**src/rtl/i2c_target_pkg.sv**
```systemverilog
// rtl/i2c_target_pkg.sv - shared types and constants for the I2C target endpoint
package i2c_target_pkg;

    localparam int I2C_ADDR_W = 7;

    localparam logic RW_WRITE = 1'b0;
    localparam logic RW_READ  = 1'b1;

    typedef enum logic [2:0] {
        IDLE,
        ADDR,
        ADDR_ACK,
        WR_DATA,
        WR_ACK,
        RD_DATA,
        RD_ACK,
        IGNORE
    } i2c_tgt_state_e;

endpackage

```
**src/rtl/i2c_bus_sync.sv**
```systemverilog
// rtl/i2c_bus_sync.sv - SCL/SDA synchronizer with edge, START and STOP strobes
module i2c_bus_sync #(
    parameter int SYNC_STAGES = 2
) (
    input  logic clk_i,
    input  logic rst_i,
    input  logic scl_i,
    input  logic sda_i,
    output logic scl_rise_o,
    output logic scl_fall_o,
    output logic start_det_o,
    output logic stop_det_o,
    output logic sda_o
);

    logic [SYNC_STAGES-1:0] scl_sync_q, scl_sync_d;
    logic [SYNC_STAGES-1:0] sda_sync_q, sda_sync_d;
    logic scl_hist_q, scl_hist_d;
    logic sda_hist_q, sda_hist_d;
    logic scl_rise_q, scl_rise_d;
    logic scl_fall_q, scl_fall_d;
    logic start_q, start_d;
    logic stop_q, stop_d;
    logic scl_s, sda_s, scl_high;

    always_comb begin
        scl_s      = scl_sync_q[SYNC_STAGES-1];
        sda_s      = sda_sync_q[SYNC_STAGES-1];
        scl_sync_d = {scl_sync_q[SYNC_STAGES-2:0], scl_i};
        sda_sync_d = {sda_sync_q[SYNC_STAGES-2:0], sda_i};
        scl_hist_d = scl_s;
        sda_hist_d = sda_s;
        // Bus conditions only count when SCL was high on both sides of the SDA edge
        scl_high   = scl_s & scl_hist_q;
        scl_rise_d = scl_s & ~scl_hist_q;
        scl_fall_d = ~scl_s & scl_hist_q;
        start_d    = scl_high & sda_hist_q & ~sda_s;
        stop_d     = scl_high & ~sda_hist_q & sda_s;
    end

    always_ff @(posedge clk_i) begin
        if (rst_i) begin
            scl_sync_q <= '1;
            sda_sync_q <= '1;
            scl_hist_q <= 1'b1;
            sda_hist_q <= 1'b1;
            scl_rise_q <= 1'b0;
            scl_fall_q <= 1'b0;
            start_q    <= 1'b0;
            stop_q     <= 1'b0;
        end else begin
            scl_sync_q <= scl_sync_d;
            sda_sync_q <= sda_sync_d;
            scl_hist_q <= scl_hist_d;
            sda_hist_q <= sda_hist_d;
            scl_rise_q <= scl_rise_d;
            scl_fall_q <= scl_fall_d;
            start_q    <= start_d;
            stop_q     <= stop_d;
        end
    end

    assign scl_rise_o  = scl_rise_q;
    assign scl_fall_o  = scl_fall_q;
    assign start_det_o = start_q;
    assign stop_det_o  = stop_q;
    assign sda_o       = sda_hist_q;

endmodule

```
**src/rtl/i2c_target.sv**
```systemverilog
// rtl/i2c_target.sv - I2C target: address match, write receive, read serve, no clock stretching
module i2c_target
    import i2c_target_pkg::*;
#(
    parameter logic [I2C_ADDR_W-1:0] TGT_ADDR    = 7'h42,
    parameter int                    SYNC_STAGES = 2
) (
    input  logic       clk_i,
    input  logic       rst_i,
    input  logic       scl_i,
    input  logic       sda_i,
    output logic       sda_oe_o,
    output logic [7:0] rx_data_o,
    output logic       rx_valid_o,
    input  logic [7:0] tx_data_i,
    output logic       tx_req_o,
    output logic       start_o,
    output logic       stop_o,
    output logic       addressed_o,
    output logic       rw_o
);

    logic scl_rise, scl_fall, start_det, stop_det, sda_s;

    i2c_bus_sync #(.SYNC_STAGES(SYNC_STAGES)) u_sync (
        .clk_i       (clk_i),
        .rst_i       (rst_i),
        .scl_i       (scl_i),
        .sda_i       (sda_i),
        .scl_rise_o  (scl_rise),
        .scl_fall_o  (scl_fall),
        .start_det_o (start_det),
        .stop_det_o  (stop_det),
        .sda_o       (sda_s)
    );

    i2c_tgt_state_e state_q, state_d;
    logic [2:0] bit_cnt_q, bit_cnt_d;
    logic [7:0] shift_q, shift_d;
    logic [7:0] tx_shift_q, tx_shift_d;
    logic [7:0] rx_data_q, rx_data_d;
    logic ack_phase_q, ack_phase_d;
    logic sda_oe_q, sda_oe_d;
    logic rx_valid_q, rx_valid_d;
    logic start_q, start_d;
    logic stop_q, stop_d;
    logic addressed_q, addressed_d;
    logic rw_q, rw_d;
    logic tx_load;

    always_comb begin
        state_d     = state_q;
        bit_cnt_d   = bit_cnt_q;
        shift_d     = shift_q;
        tx_shift_d  = tx_shift_q;
        rx_data_d   = rx_data_q;
        ack_phase_d = ack_phase_q;
        sda_oe_d    = sda_oe_q;
        addressed_d = addressed_q;
        rw_d        = rw_q;
        rx_valid_d  = 1'b0;
        start_d     = 1'b0;
        stop_d      = 1'b0;
        tx_load     = 1'b0;

        case (state_q)
            IDLE: ;
            ADDR: begin
                if (scl_rise) begin
                    shift_d   = {shift_q[6:0], sda_s};
                    bit_cnt_d = bit_cnt_q + 3'd1;
                    if (bit_cnt_q == 3'd7) begin
                        if (shift_d[7:1] == TGT_ADDR) begin
                            rw_d        = shift_d[0];
                            ack_phase_d = 1'b0;
                            state_d     = ADDR_ACK;
                        end else begin
                            state_d = IGNORE;
                        end
                    end
                end
            end
            ADDR_ACK: begin
                // First falling edge starts the ACK bit, the second one ends it
                if (scl_fall) begin
                    if (!ack_phase_q) begin
                        sda_oe_d    = 1'b1;
                        addressed_d = 1'b1;
                        ack_phase_d = 1'b1;
                    end else begin
                        ack_phase_d = 1'b0;
                        if (rw_q == RW_WRITE) begin
                            sda_oe_d = 1'b0;
                            state_d  = WR_DATA;
                        end else begin
                            tx_load = 1'b1;
                        end
                    end
                end
            end
            WR_DATA: begin
                if (scl_rise) begin
                    shift_d   = {shift_q[6:0], sda_s};
                    bit_cnt_d = bit_cnt_q + 3'd1;
                    if (bit_cnt_q == 3'd7) begin
                        rx_data_d   = shift_d;
                        rx_valid_d  = 1'b1;
                        ack_phase_d = 1'b0;
                        state_d     = WR_ACK;
                    end
                end
            end
            WR_ACK: begin
                if (scl_fall) begin
                    if (!ack_phase_q) begin
                        sda_oe_d    = 1'b1;
                        ack_phase_d = 1'b1;
                    end else begin
                        sda_oe_d    = 1'b0;
                        ack_phase_d = 1'b0;
                        state_d     = WR_DATA;
                    end
                end
            end
            RD_DATA: begin
                if (scl_fall) begin
                    bit_cnt_d = bit_cnt_q + 3'd1;
                    if (bit_cnt_q == 3'd7) begin
                        sda_oe_d    = 1'b0;
                        ack_phase_d = 1'b0;
                        state_d     = RD_ACK;
                    end else begin
                        sda_oe_d   = ~tx_shift_q[6];
                        tx_shift_d = {tx_shift_q[6:0], 1'b0};
                    end
                end
            end
            RD_ACK: begin
                if (scl_rise) begin
                    if (sda_s) state_d = IGNORE;
                    else       ack_phase_d = 1'b1;
                end else if (scl_fall && ack_phase_q) begin
                    ack_phase_d = 1'b0;
                    tx_load     = 1'b1;
                end
            end
            IGNORE: sda_oe_d = 1'b0;
            default: state_d = IDLE;
        endcase

        if (tx_load) begin
            tx_shift_d = tx_data_i;
            sda_oe_d   = ~tx_data_i[7];
            bit_cnt_d  = 3'd0;
            state_d    = RD_DATA;
        end

        // Bus conditions override whatever the bit-level logic decided this cycle
        if (stop_det || start_det) begin
            tx_load     = 1'b0;
            rx_valid_d  = 1'b0;
            rx_data_d   = rx_data_q;
            sda_oe_d    = 1'b0;
            addressed_d = 1'b0;
            ack_phase_d = 1'b0;
            bit_cnt_d   = 3'd0;
            stop_d      = stop_det;
            start_d     = start_det;
            state_d     = start_det ? ADDR : IDLE;
        end
    end

    always_ff @(posedge clk_i) begin
        if (rst_i) begin
            state_q     <= IDLE;
            bit_cnt_q   <= 3'd0;
            shift_q     <= 8'h00;
            tx_shift_q  <= 8'h00;
            rx_data_q   <= 8'h00;
            ack_phase_q <= 1'b0;
            sda_oe_q    <= 1'b0;
            rx_valid_q  <= 1'b0;
            start_q     <= 1'b0;
            stop_q      <= 1'b0;
            addressed_q <= 1'b0;
            rw_q        <= 1'b0;
        end else begin
            state_q     <= state_d;
            bit_cnt_q   <= bit_cnt_d;
            shift_q     <= shift_d;
            tx_shift_q  <= tx_shift_d;
            rx_data_q   <= rx_data_d;
            ack_phase_q <= ack_phase_d;
            sda_oe_q    <= sda_oe_d;
            rx_valid_q  <= rx_valid_d;
            start_q     <= start_d;
            stop_q      <= stop_d;
            addressed_q <= addressed_d;
            rw_q        <= rw_d;
        end
    end

    assign sda_oe_o    = sda_oe_q;
    assign rx_data_o   = rx_data_q;
    assign rx_valid_o  = rx_valid_q;
    assign tx_req_o    = tx_load;
    assign start_o     = start_q;
    assign stop_o      = stop_q;
    assign addressed_o = addressed_q;
    assign rw_o        = rw_q;

endmodule

```
**config.mk**
```make
export PLATFORM = sky130hd
export DESIGN_NAME = i2c_target
export DESIGN_NICKNAME = d
export VERILOG_FILES = /design/src/rtl/i2c_target_pkg.sv /design/src/rtl/i2c_bus_sync.sv /design/src/rtl/i2c_target.sv
export SDC_FILE = /design/constraint.sdc
export NUM_CORES = 1
export LEC_CHECK = 0
export ABC_AREA = 1
export BUFFER_PORTS_ARGS = -buffer_cell sky130_fd_sc_hd__buf_4
export CAP_MARGIN = 0
export CORE_MARGIN = 10
export CORE_UTILIZATION = 60
export CTS_BUF_LIST = sky130_fd_sc_hd__clkbuf_8
export DETAILED_ROUTE_END_ITERATION = 12
export PLACE_DENSITY_LB_ADDON = 0.25
export SLEW_MARGIN = 25
export SYNTH_ARGS = -nofsm -noshare
export SYNTH_HDL_FRONTEND = slang
export SYNTH_SLANG_ARGS = --single-unit
```
**constraint.sdc**
```tcl
create_clock -name clk_i -period 3.7 [get_ports clk_i]
set_input_delay 0.185 -clock clk_i [delete_from_list [all_inputs] [get_ports clk_i]]
set_output_delay 0.185 -clock clk_i [all_outputs]
set_load 0.05 [all_outputs]
```
==> reports/metrics.csv <==
metric;value;unit
worst path bufs/invs;4;
Crit Path Category;reg -> out;
Max VDD drop;0.000400;V
crit start category;register;
post-route setup TNS;0;ns
worst-path cell chain;inv_2 -> nor2_4 -> inv_2 -> o21ai_4 -> inv_4 -> nor2_1 -> buf_4;
Nets;321;
Rows;20;
leakage;0.00107;uW
FF+latch count, synth;45;
Hold Path Class;in -> reg;
fill count;264;
Worst Tran Pin Value;0.752;ns
CP Max Fanout;10;
gr ovfl total;0;
Clock power frac;0.230;
clk buf depth;2;
Starting Density;0.632;
# diodes;0;
core area;3100;sq um
Worst path depth;7;
most common cell after layout, fill and taps aside;nand2_1;
Syn Area/Cell;7.03;sq um
yosys warns;0;
initial drt markers;169;
CTS clk-pin slew, worst paths;0.08;ns
fin crit share;0.569;
CTS tree;yes;
DRT antenna net count;0;
most frequent CP cell;inv_2;
Slew Viols, Final;0;
IO buf count;26;
commonest cells after routing, fill and taps aside;nand2_1, dfxtp_1, inv_1;
R2R Setup Slk;1.86;ns
Crit. Startpoint;state_q[2];
GRT Total Usage;0.151;
first-pass GRT wire length;7670;um
total of cells resized after clock tree synthesis;0;
Final Critical Period;2.11;ns
internal cell power;783;uW
multi-input logic area;898;sq um
Setup WS post-layout;1.59;ns
die area;5960;sq um
drt drc;0;
Die X-Extent;77.2;um
CP Capture Point;tx_req_o;
Place WS;1.87;ns
CP arrival;1.92;ns
fmax;0.475;GHz
Hold Violations, Final;0;
post-DP HPWL;3310;um
antenna violations before repair;0;
CTS Sinks;45;
share of cells above drive strength 1;0.156;
status;completed;
root buffer cell;clkbuf_8;
GPL Wtd Cong;0.949;
I/O pins;27;
Net Sw Frac;0.373;
Max Cap Viol;0;
CP required;3.51;ns
setup violators final;0;
unrepaired setup endpoints after global routing;no;
Crit. End Element;output pin;
maximum number of pins on one net before global-route repair;26;
average wire per standard cell;12.5;um
# Post-CTS Setup Buffers;0;
r2r endpoint;rx_data_o[0];
vias in the first global route;1721;
relative slew slack;0.496;
combinational fraction of design power;0.323;
final wirelength;4400;um
sequential-to-total area share from yosys stat;0.459;
Num CTS Buffers;5;
register area;901;sq um
crit path max-delay cell type;dfxtp_1;
Slowest Stage Delay on Critical Path;0.46;ns
Hold-fix buffers, CTS;0;
PD cells;549;nW/um^2
Psw;466;uW
syn_nets;293;
via count;1820;
P&R area growth vs syn;15.9;%
Post-Synthesis Cells;279;
Yosys cell types;26;
CP top delay family;buffers and inverters;
H-Tree Depth;2;
clock latency on the worst-skew pair;0.30;ns
Clock Skews;0.00538;ns
reg-to-reg critical path startpoint;bit_cnt_q[0];
die span in y;77.2;um
Pre-Repair DR Iteration Count;4;
post-DR vias/cell;5.17;
Reg2Reg Depth;7;
Mapped Area;1960;sq um
sequential power share;0.448;
==> cells by family (layout without fill, tap and decap cells) <==
group,Yosys count,count (layout),share of synthesized area
adder cells (fa/ha/maj),2,2,0.0128
buffers and inverters,42,71,0.0829
AND/OR/NAND/NOR,143,143,0.313
flip-flops,45,45,0.459
AO/OA/AOI/OAI,47,47,0.133
==> how the worst min path moves through the flow <==
| stage | from | to | cells past startpoint |
|---|---|---|---|
| 5_1_grt | sda_i | u_sync.sda_sync_q[0] | 2 |
| 3_3_place_gp | sda_i | u_sync.sda_sync_q[0] | 2 |
| 4_1_cts | sda_i | u_sync.sda_sync_q[0] | 2 |
| 2_1_floorplan | scl_i | u_sync.scl_sync_q[0] | 1 |
| 6_report | sda_i | u_sync.sda_sync_q[0] | 2 |
| 3_5_place_dp | sda_i | u_sync.sda_sync_q[0] | 2 |
==> metrics by stage <==
step                std cells  utilization  cell area [sq um]  hold slack [ns]  power (uW)
floorplan                 279            -               1960            0.289         871
global placement          344        0.706               2190            0.372         959
detailed placement        344        0.706               2190            0.374         962
CTS                       352        0.733               2270           0.0648        1250
global route              352        0.733               2270           0.0621        1330
finish                    352        0.733               2270           0.0715        1250
==> routing by layer <==
metal	part of all wire	wire, um	track usage
met2	0.46	2040	0.242
met4	0.025	110	0.0602
met3	0.062	271	0.0420
met1	0.45	1980	0.186
met5	0	0	0
==> cells in the mapped netlist <==
| cell | n | area [sq um] |
|---|---|---|
| o21ai_2 | 1 | 8.76 |
| nand3_1 | 21 | 105 |
| o21ai_4 | 1 | 16.3 |
| nor2_4 | 2 | 22.5 |
| ha_1 | 2 | 25.0 |
| o21bai_1 | 1 | 7.51 |
| clkbuf_1 | 3 | 11.3 |
| nor3_2 | 1 | 10.0 |
| a21oi_1 | 21 | 105 |
| nor2_1 | 34 | 128 |
| inv_1 | 33 | 124 |
| nor2_2 | 1 | 6.26 |
| o21ai_0 | 17 | 85.1 |
| nand2_1 | 72 | 270 |
| buf_2 | 2 | 10.0 |
| a22oi_1 | 1 | 7.51 |
| nand2_2 | 1 | 6.26 |
| nor3_1 | 3 | 15.0 |
| o21ai_1 | 2 | 10.0 |
| inv_2 | 3 | 11.3 |
| inv_4 | 1 | 6.26 |
| a31oi_1 | 2 | 12.5 |
| or2_2 | 5 | 31.3 |
| o211ai_1 | 1 | 7.51 |
| dfxtp_1 | 45 | 901 |
| nand4_1 | 3 | 18.8 |
==> layout make-up <==
cell class,count,area share
Sequential cell,45,0.396
Clock buffer,5,0.0303
Tap cell,44,0.0242
Clock inverter,3,0.00660
Timing Repair Buffer,26,0.0858
Inverter,37,0.0622
Multi-Input combinational cell,192,0.395
==> registers in the layout, summed over array words and instances, names as in the netlist, 2 cells and up <==
name and count:
shift_q 7, rx_data_o 8, tx_shift_q 7, state_q 3, u_sync.sda_sync_q 2, u_sync.scl_sync_q 2
bit_cnt_q 3
==> power by group through the flow <==
stage                     registers, uW  clock network [uW]  logic [uW]
after floorplan                     579                   0         292
after global placement              566                   0         393
after detailed placement            569                   0         393
after CTS                           558                 292         396
after global routing                565                 308         454
final                               559                 287         403
Power figures use the tool's default switching activity.
